`src/rtl/bl_pkg.sv`:
```
// Shared types for the FT60X receive front end: FSM encoding and bus byte width.
package bl_pkg;

   localparam int unsigned FT_BYTE_W = 8;

   typedef enum logic [1:0] {
      ST_IDLE = 2'd0,
      ST_ARM  = 2'd1,
      ST_READ = 2'd2
   } state_e;

endpackage

```
`src/rtl/ft60x_rx_stream_if.sv`:
```
// FT60X read-side pins plus the downstream valid/ready byte stream.
// master = front-end view, slave = FT60X device / shifter side.
interface ft60x_rx_stream_if
   import bl_pkg::*;
#(
   parameter int unsigned DATA_W = FT_BYTE_W
);
   logic              ftdi_rxf_n;
   logic [DATA_W-1:0] ftdi_data;
   logic              ftdi_rd_n;
   logic [DATA_W-1:0] m_data;
   logic              m_valid;
   logic              m_ready;

   modport master (
      input  ftdi_rxf_n, ftdi_data, m_ready,
      output ftdi_rd_n, m_data, m_valid
   );

   modport slave (
      output ftdi_rxf_n, ftdi_data, m_ready,
      input  ftdi_rd_n, m_data, m_valid
   );
endinterface

```
`src/rtl/ft60x_rx_fifo.sv`:
```
// Synchronous first-word-fall-through FIFO; head word is visible on rdata_o while
// non-empty. Push when full and pop when empty are ignored; flush empties it.
module ft60x_rx_fifo #(
   parameter int unsigned AW = 4,
   parameter int unsigned DW = 8
) (
   input  logic          clk_i,
   input  logic          rst_i,
   input  logic          flush_i,
   input  logic          push_i,
   input  logic          pop_i,
   input  logic [DW-1:0] wdata_i,
   output logic [DW-1:0] rdata_o,
   output logic          full_o,
   output logic          empty_o,
   output logic [AW:0]   level_o
);
   localparam int unsigned LW    = AW + 1;
   localparam int unsigned DEPTH = 1 << AW;

   logic [DW-1:0] mem_q [DEPTH];
   logic [AW-1:0] wr_ptr_q, rd_ptr_q;
   logic [LW-1:0] level_q;
   logic          do_push_c, do_pop_c;

   assign full_o    = (level_q == LW'(DEPTH));
   assign empty_o   = (level_q == '0);
   assign do_push_c = push_i && !full_o;
   assign do_pop_c  = pop_i && !empty_o;
   assign rdata_o   = mem_q[rd_ptr_q];
   assign level_o   = level_q;

   always_ff @(posedge clk_i) begin
      if (do_push_c) begin
         mem_q[wr_ptr_q] <= wdata_i;
      end
   end

   // Pointers wrap naturally at 2**AW
   always_ff @(posedge clk_i) begin
      if (rst_i || flush_i) begin
         wr_ptr_q <= '0;
         rd_ptr_q <= '0;
         level_q  <= '0;
      end else begin
         if (do_push_c) wr_ptr_q <= wr_ptr_q + AW'(1);
         if (do_pop_c)  rd_ptr_q <= rd_ptr_q + AW'(1);
         level_q <= level_q + LW'(do_push_c) - LW'(do_pop_c);
      end
   end

endmodule

```
`src/rtl/ft60x_rx_stream.sv`:
```
// FT60X 245-FIFO read front end: strobes bytes off the FT60X bus into a FWFT FIFO
// and serves them as a valid/ready stream. Optional FT60X_RX_CHECKSUM_EN adds rx_checksum_o.
module ft60x_rx_stream
   import bl_pkg::*;
#(
   parameter int unsigned FIFO_AW = 4,
   parameter int unsigned DATA_W  = FT_BYTE_W
) (
   input  logic                 ftdi_clk_i,
   input  logic                 rst_i,
   input  logic                 enable_i,
   ft60x_rx_stream_if.master    bus,
   output logic [FIFO_AW:0]     fifo_level_o,
`ifdef FT60X_RX_CHECKSUM_EN
   output logic [15:0]          rx_checksum_o,
`endif
   output logic [31:0]          byte_count_o
);
   localparam int unsigned LW    = FIFO_AW + 1;
   localparam int unsigned DEPTH = 1 << FIFO_AW;

   state_e            state_q, state_d;
   logic              rd_n_q, rd_n_d;
   logic              enable_q;
   logic              en_rise_c, push_c, pop_c, room_c;
   logic              full, empty;
   logic [LW-1:0]     level, lvl_nxt_c;
   logic [DATA_W-1:0] rdata;
   logic [31:0]       count_q;

   assign en_rise_c = enable_i && !enable_q;
   assign push_c    = !rd_n_q && !bus.ftdi_rxf_n && enable_i && !full;
   assign pop_c     = bus.m_valid && bus.m_ready;
   // Strobe may stay low only if this edge leaves at least one free slot
   assign lvl_nxt_c = level + LW'(push_c) - LW'(pop_c);
   assign room_c    = (lvl_nxt_c != LW'(DEPTH));

   ft60x_rx_fifo #(.AW(FIFO_AW), .DW(DATA_W)) u_fifo (
      .clk_i   (ftdi_clk_i),
      .rst_i   (rst_i),
      .flush_i (!enable_i),
      .push_i  (push_c),
      .pop_i   (pop_c),
      .wdata_i (bus.ftdi_data),
      .rdata_o (rdata),
      .full_o  (full),
      .empty_o (empty),
      .level_o (level)
   );

   assign bus.m_data    = rdata;
   assign bus.m_valid   = !empty;
   assign bus.ftdi_rd_n = rd_n_q;
   assign fifo_level_o  = level;
   assign byte_count_o  = count_q;

   always_ff @(posedge ftdi_clk_i) begin
      if (rst_i) begin
         state_q  <= ST_IDLE;
         rd_n_q   <= 1'b1;
         enable_q <= 1'b0;
      end else begin
         state_q  <= state_d;
         rd_n_q   <= rd_n_d;
         enable_q <= enable_i;
      end
   end

   // rd_n is low exactly while the registered state is READ
   always_comb begin
      state_d = state_q;
      rd_n_d  = 1'b1;
      case (state_q)
         ST_IDLE: state_d = ST_ARM;
         ST_ARM:  if (!bus.ftdi_rxf_n && room_c) state_d = ST_READ;
         ST_READ: if (bus.ftdi_rxf_n || !room_c) state_d = ST_ARM;
         default: state_d = ST_IDLE;
      endcase
      if (!enable_i) state_d = ST_IDLE;
      rd_n_d = (state_d != ST_READ);
   end

   always_ff @(posedge ftdi_clk_i) begin
      if (rst_i || en_rise_c) begin
         count_q <= '0;
      end else if (push_c && (count_q != 32'hFFFF_FFFF)) begin
         count_q <= count_q + 32'd1;
      end
   end

`ifdef FT60X_RX_CHECKSUM_EN
   logic [15:0] cks_q;

   always_ff @(posedge ftdi_clk_i) begin
      if (rst_i || en_rise_c) begin
         cks_q <= '0;
      end else if (pop_c) begin
         cks_q <= cks_q + 16'(rdata);
      end
   end

   assign rx_checksum_o = cks_q;
`endif

endmodule

```
`src/flat_wrapper.sv`:
```
// flat-port wrapper written by rule: the top's interface ports become plain ports
module ft60x_rx_stream_flat import bl_pkg::*;
#(
   parameter int unsigned FIFO_AW = 4,
   parameter int unsigned DATA_W  = FT_BYTE_W
)
  (ftdi_clk_i, rst_i, enable_i, fifo_level_o, byte_count_o, bus_ftdi_rxf_n, bus_ftdi_data, bus_m_ready, bus_ftdi_rd_n, bus_m_data, bus_m_valid);
  ft60x_rx_stream_if #(.DATA_W(DATA_W)) bus_i ();
  input  logic ftdi_clk_i;
  input  logic rst_i;
  input  logic enable_i;
  output logic [FIFO_AW:0] fifo_level_o;
  output logic [31:0] byte_count_o;
  input wire logic [$bits(bus_i.ftdi_rxf_n)-1:0] bus_ftdi_rxf_n;
  input wire logic [$bits(bus_i.ftdi_data)-1:0] bus_ftdi_data;
  input wire logic [$bits(bus_i.m_ready)-1:0] bus_m_ready;
  output wire logic [$bits(bus_i.ftdi_rd_n)-1:0] bus_ftdi_rd_n;
  output wire logic [$bits(bus_i.m_data)-1:0] bus_m_data;
  output wire logic [$bits(bus_i.m_valid)-1:0] bus_m_valid;
  assign bus_i.ftdi_rxf_n = bus_ftdi_rxf_n;
  assign bus_i.ftdi_data = bus_ftdi_data;
  assign bus_i.m_ready = bus_m_ready;
  assign bus_ftdi_rd_n = bus_i.ftdi_rd_n;
  assign bus_m_data = bus_i.m_data;
  assign bus_m_valid = bus_i.m_valid;
  ft60x_rx_stream #(.FIFO_AW(FIFO_AW), .DATA_W(DATA_W)) u_core (.ftdi_clk_i(ftdi_clk_i), .rst_i(rst_i), .enable_i(enable_i), .bus(bus_i), .fifo_level_o(fifo_level_o), .byte_count_o(byte_count_o));
endmodule
```
`config.mk`:
```
export PLATFORM = sky130hd
export DESIGN_NAME = ft60x_rx_stream_flat
export DESIGN_NICKNAME = d
export VERILOG_FILES = /design/src/rtl/bl_pkg.sv /design/src/rtl/ft60x_rx_stream_if.sv /design/src/rtl/ft60x_rx_fifo.sv /design/src/rtl/ft60x_rx_stream.sv /design/src/flat_wrapper.sv
export SDC_FILE = /design/constraint.sdc
export NUM_CORES = 1
export LEC_CHECK = 0
export ABC_CLOCK_PERIOD_IN_PS = 3300
export CAP_MARGIN = 5
export CORE_MARGIN = 1.5
export CORE_UTILIZATION = 40
export DETAILED_ROUTE_END_ITERATION = 6
export SLEW_MARGIN = 20
export SYNTH_ARGS = -nofsm -noshare
export SYNTH_HDL_FRONTEND = slang
export SYNTH_SLANG_ARGS = --single-unit
```
`constraint.sdc`:
```
create_clock -name ftdi_clk_i -period 3.3 [get_ports ftdi_clk_i]
set_input_delay 0.33 -clock ftdi_clk_i [delete_from_list [all_inputs] [get_ports ftdi_clk_i]]
set_output_delay 0.33 -clock ftdi_clk_i [all_outputs]
set_load 0.05 [all_outputs]
```
Yosys cells after proc, flatten, opt, wreduce, memory -nomap -nowiden:

Memory sizes are Yosys's and may differ from the RTL's. A register that Yosys moved wholly into a read port is not among the register bits.
Cells that the tools add are included.

* bits in registers: 49
* output and inout port bits: 47
* input bits: 13
* bits in writable memories: 128
* memories kept: 1

Memory list
* u_core.u_fifo.mem_q: words 16, bits a word 8, rd ports 1, clocked after Yosys merged registers in 1, write ports 1, line ft60x_rx_fifo.sv:21 `logic [DW-1:0] mem_q [DEPTH];`

* equality and inequality tests: 6
* reduce and logical (&&, ||, !) cells: 21
* multiplexer cells: 8
* $add $sub $neg: 7

Operators with widths (number)
* adder 32 x 1 -> 32 bit (second input constant): 1
* != test 32 bit (second input constant): 1
* adder 5 x 1 -> 5 bit: 2
* subtractor 5 x 1 -> 5 bit: 2
* logical AND 1 bit: 9
* adder 4 x 1 -> 4 bit (second input constant): 2
* 2-to-1 mux 4 bit: 2
* zero test 1 bit: 7
* 2-to-1 mux 2 bit: 3
* one-hot mux 2 bit (3 select lines): 1
* equality test 5 bit (second input constant): 1
* zero test 5 bit: 1
* != test 5 bit (second input constant): 1
* logical OR 1 bit: 3
* equality test 2 x 1 -> 1 bit (second input constant): 1
* equality test 2 bit (second input constant): 1
* zero test 2 bit: 1
* 2-to-1 mux 1 bit: 2
* != test 2 bit (second input constant): 1

Depth between registers and ports, before layout:

Gate-level depths: netlist (run 1).

* depth after elaboration: 13
* mapped depth: 16
* gate-level depth less buffers: 15

Cells and area by module:

A second synthesis (run 1) with hierarchy kept.

* cell total of the unflattened synthesis: 548
* area total of the unflattened synthesis: 7800.0 sq um

Modules (own cells, without submodules)
* ft60x_rx_fifo: cells each 310, sequential area each 4184.0 sq um, area an instance 5811.8 sq um, instances 1
* ft60x_rx_stream: cells each 238, sequential area each 720.7 sq um, area an instance 1988.2 sq um, instances 1

Worst setup path before layout (run 1):

No wires, ideal clock.

* path type: register to register
* from: register u_core.u_fifo.level_q[3], in the netlist u_core.u_fifo.level_o[3]
* to: register u_core.state_q[1]
* arrival: 3.531 ns
* path slack: -0.346 ns
* cell stages (with the launch flop): 16
* buffers on the path: 1
* required time: 3.184 ns
* clock period less this slack: 3.646 ns
* cells stage by stage: dfxtp_1 > inv_1 > ha_1 > or4b_2 > and2_1 > clkbuf_1 > ha_1 > inv_1 > ha_1 > inv_1 > fa_1 > nand2b_1 > a21oi_1 > or3_1 > nand4_1 > and3b_1

RTL lines
* from (decl): line ft60x_rx_fifo.sv:23 `logic [LW-1:0] level_q;`
* from (signal assigned): line ft60x_rx_fifo.sv:48 `level_q <= level_q + LW'(do_push_c) - LW'(do_pop_c);`
* zero test 5 bit *: line ft60x_rx_fifo.sv:27 `assign empty_o = (level_q == '0);`
* zero test 1 bit *: line ft60x_rx_stream.sv:52 `assign bus.m_valid = !empty;`
* via bus_m_valid: line flat_wrapper.sv:19 `output wire logic [$bits(bus_i.m_valid)-1:0] bus_m_valid;`
* logical AND 1 bit *: line ft60x_rx_stream.sv:33 `assign pop_c = bus.m_valid && bus.m_ready;`
* subtractor 5 x 1 -> 5 bit *: line ft60x_rx_stream.sv:35 `assign lvl_nxt_c = level + LW'(push_c) - LW'(pop_c);`
* != test 5 bit *: line ft60x_rx_stream.sv:36 `assign room_c = (lvl_nxt_c != LW'(DEPTH));`
* zero test 1 bit: line ft60x_rx_stream.sv:76 `ST_READ: if (bus.ftdi_rxf_n || !room_c) state_d = ST_ARM;`
* logical OR 1 bit: line ft60x_rx_stream.sv:76
* 2-to-1 mux 2 bit: line ft60x_rx_stream.sv:76
* one-hot mux 2 bit (3 select lines) *: line ft60x_rx_stream.sv:73 `case (state_q)`
* 2-to-1 mux 2 bit *: line ft60x_rx_stream.sv:79 `if (!enable_i) state_d = ST_IDLE;`
* to (signal assigned): line ft60x_rx_stream.sv:63 `state_q <= state_d;`
* to (decl): line ft60x_rx_stream.sv:22 `state_e state_q, state_d;`

Mark *: on every way through the listed nets, which the timed path passes. The rest lies on a longest branch.
A chain may end at the register's enable or synchronous reset.

==> results of run 1 <==
-- cell usage in the layout (no fill, tap or decap), types with 3 or more instances in the layout --
| cell type | instances |
|---|---|
| o21ai_0 | 7 |
| and2_1 | 4 |
| edfxtp_1 | 128 |
| inv_6 | 3 |
| nand4_1 | 15 |
| mux4_2 | 40 |
| a21oi_2 | 7 |
| inv_1 | 17 |
| clkinv_4 | 5 |
| ha_1 | 12 |
| nand2_1 | 27 |
| buf_4 | 27 |
| nand3_1 | 10 |
| or3_1 | 11 |
| xnor2_1 | 9 |
| dfxtp_1 | 50 |
| nand2b_1 | 5 |
| dfxtp_2 | 3 |
| nor2_1 | 35 |
| o21a_1 | 4 |
| a2111oi_0 | 3 |
| nor3_1 | 10 |
| o21ai_1 | 4 |
| a21oi_1 | 18 |
| and3_1 | 4 |
| clkdlybuf4s50_1 | 54 |
| o31ai_1 | 10 |
| bufinv_16 | 4 |
| or4_1 | 10 |
| mux2i_1 | 3 |
| clkbuf_16 | 17 |
| xor2_1 | 6 |
-- cell families after synthesis --
group           count (synthesis)  share of synthesized area [%]
mux                            43                           12.4
xor+xnor                       15                           1.75
simple gates                  147                           10.9
compound gates                 59                           5.29
flops                         181                           65.2
buf+inv                        38                           2.21
fa+ha+maj                      13                           2.26
-- state kept, by name, summed over array words and instances (netlist names), named ones only --
register / cells
u_core.bus.ftdi_rd_n: 1
u_core.byte_count_o: 32
u_core.enable_q: 1
u_core.state_q: 2
u_core.u_fifo.level_o: 5
u_core.u_fifo.mem_q: 128
u_core.u_fifo.rd_ptr_q: 4
u_core.u_fifo.wr_ptr_q: 4
-- tightest hold or removal path, delay by kind of cell, from the launching register on --
family        cells  cell delay [ns]
mux               1             0.05
flops             1             0.33
simple gates      1             0.06
-- cell type report --
type,instances,area [um2],area share [%]
flip-flops and latches,181,4910,53.9
well taps,229,287,3.14
inverters,17,63.8,0.700
clock inverters,14,199,2.18
repair buffers,82,763,8.37
multi-input cells,277,2460,27.0
clock buffers,18,429,4.71
-- path summary, 6_finish.rpt --
check                           startpoint                      end  slack, ns  depth (start not counted)
hold reg to reg    u_core.byte_count_o[15]  u_core.byte_count_o[15]       0.49                          2
setup reg to reg  u_core.u_fifo.level_o[2]        u_core.state_q[1]       0.23                         14
hold / removal     u_core.byte_count_o[15]  u_core.byte_count_o[15]       0.49                          2
setup / recovery                      flop            bus_m_data[0]       0.16                          4
-- where the power goes --
group | total (uW) | internal, uW | leakage [uW] | switching (uW)
sequential | 2480 | 2460 | 0.00158 | 26.8
combinational | 816 | 363 | 0.000978 | 453
clock | 2140 | 1280 | 0.000303 | 865
total | 5440 | 4100 | 0.00286 | 1340
-- synthesized netlist by cell type (7+ instances only) --
library cell	count	area, um2
inv_1	17	63.8
xnor2_1	9	78.8
o31ai_1	10	75.1
clkbuf_1	10	37.5
nand2_1	27	101
or3_1	11	68.8
o21ai_0	7	35.0
dfxtp_1	53	1060
nor3_1	10	50.1
mux4_2	40	901
nor2_1	35	131
ha_1	12	150
a21oi_1	19	95.1
nand4_1	15	93.8
or4_1	10	75.1
nand3_1	10	50.1
edfxtp_1	128	3840
-- stage by stage --
stage	setup WS (ns)	utilization (%)	cell area [um2]	setup TNS [ns]	hold slack, ns
2_1_floorplan	0.00333	-	7530	0	0.429
3_3_place_gp	0.147	46.6	8480	0	0.471
3_5_place_dp	-0.0173	46.6	8480	-0.0173	0.488
4_1_cts	0.131	50.0	9110	0	0.498
5_1_grt	0.0364	50.1	9110	0	0.520
6_report	0.164	50.1	9110	0	0.488
-- what timing repair did --
action	in CTS	in global routing
resized for setup	0	3
buffers inserted	0	0
setup endpoints to repair	0	2
-- per-layer routing --
metal	share of wire, %	up-vias	global-route usage (%)
li1	-	2093	-
met1	45	2225	22.6
met2	47	115	27.8
met3	5.8	23	5.54
met4	2.1	0	5.98
met5	0	-	0
==> flow_summary.json, run 1 <==
{
  "cts_max_path_buffers": 2,
  "diodes": 0,
  "routedWlPerCell_um": 19.8,
  "yosys_warnings": 0,
  "drive_gt1_share_pct": 19.9,
  "grt_pass1_wl_um": 25500,
  "fp-row-count": 49,
  "cpMostUsedCell": "mux4_2",
  "final_nets": 602,
  "avgSynthCellArea_um2": 15.2,
  "path_clk_slew_ns": 0.07,
  "ys_async_sr_fraction_pct": 0,
  "core-area_um2": 18200,
  "setup_viol": 0,
  "start_util_pct": 41.3,
  "fin_skew_ns": 0.0114,
  "relSlewSlack_pct": 42.4,
  "ys_types": 48,
  "layout.cells.non_filler": 818,
  "worstPathRequired_ns": 2.97,
  "gp_congestion": 0.825,
  "syn_nets": 522,
  "criticalPathCategory": "flop to output port",
  "postRouteAntennaNets": 0,
  "cap_viol_max_count": 0,
  "crit_family": "multiplexers",
  "fin_crit_ns": 3.14,
  "maxSlewViolCount": 0,
  "fin_crit_sh_pct": 95.0,
  "max_freq_mhz": 319,
  "drt-total-wl_um": 16200,
  "synth_edf_count": 128,
  "leakagePower_uw": 0.00286,
  "vdd_drop_max_uv": 399,
  "worst_pin_slew_ns": 0.864,
  "grt_overflow": 0,
  "grt_pass1_vias": 4477,
  "clock_sinks": 181,
  "die_x_um": 140,
  "io_pins": 60,
  "seq_area_frac_synth_pct": 65.2,
  "antenna_found_initial": 0,
  "cpPeakStageDelay_ns": 0.71,
  "clock_tree.root_cell": "clkbuf_16",
  "cts_htree_levels": 4,
  "area_growth_pct": 21.1,
  "synth-main-ff-cell": "edfxtp_1",
  "startpoint_type": "flop",
  "final-hold-violation-count": 0,
  "drt-vias-per-instance": 5.45,
  "cts_buffers": 17,
  "drc": 0,
  "netlist_area_um2": 7520,
  "clock_latency_ns": 0.43,
  "cp_num_buf_inv": 2,
  "path_cells": "buf_12 -> mux4_2 -> mux4_2 -> clkdlybuf4s50_1",
  "num_vias": 4456,
  "outcome": "finished clean",
  "first_iter_violations": 282,
  "worst-path-max-fanout": 32,
  "cp-end-kind": "output port",
  "ctsHoldBuffers": 0,
  "die_h_um": 140,
  "grt_use_total_pct": 17.4,
  "dieArea_um2": 19600,
  "powerDensity_nw_per_um2": 597,
  "hp-class": "flop to flop",
  "rsz0062_at_grt": "false",
  "first_pass_iters": 4,
  "dpl.hpwl_um": 10500,
  "finalPower_uw": 5440,
  "cp_slowest_cell": "clkdlybuf4s50_1",
  "cts_tree": "built",
  "place_inst": 786,
  "ys_ff_latch": 181,
  "fill_cells": 1514,
  "crit_arrival_ns": 2.81,
  "syn_inst": 496,
  "io_buffers": 59,
  "grt_max_degree": 33
}
Note: power is estimated with default switching activity, not from simulation.
==> run 2, diff against run 1 <==
SLEW_MARGIN = 10   (was 20)
==> results of run 2 <==
The final DEF is identical to that of run 1; final timing and power are the same.
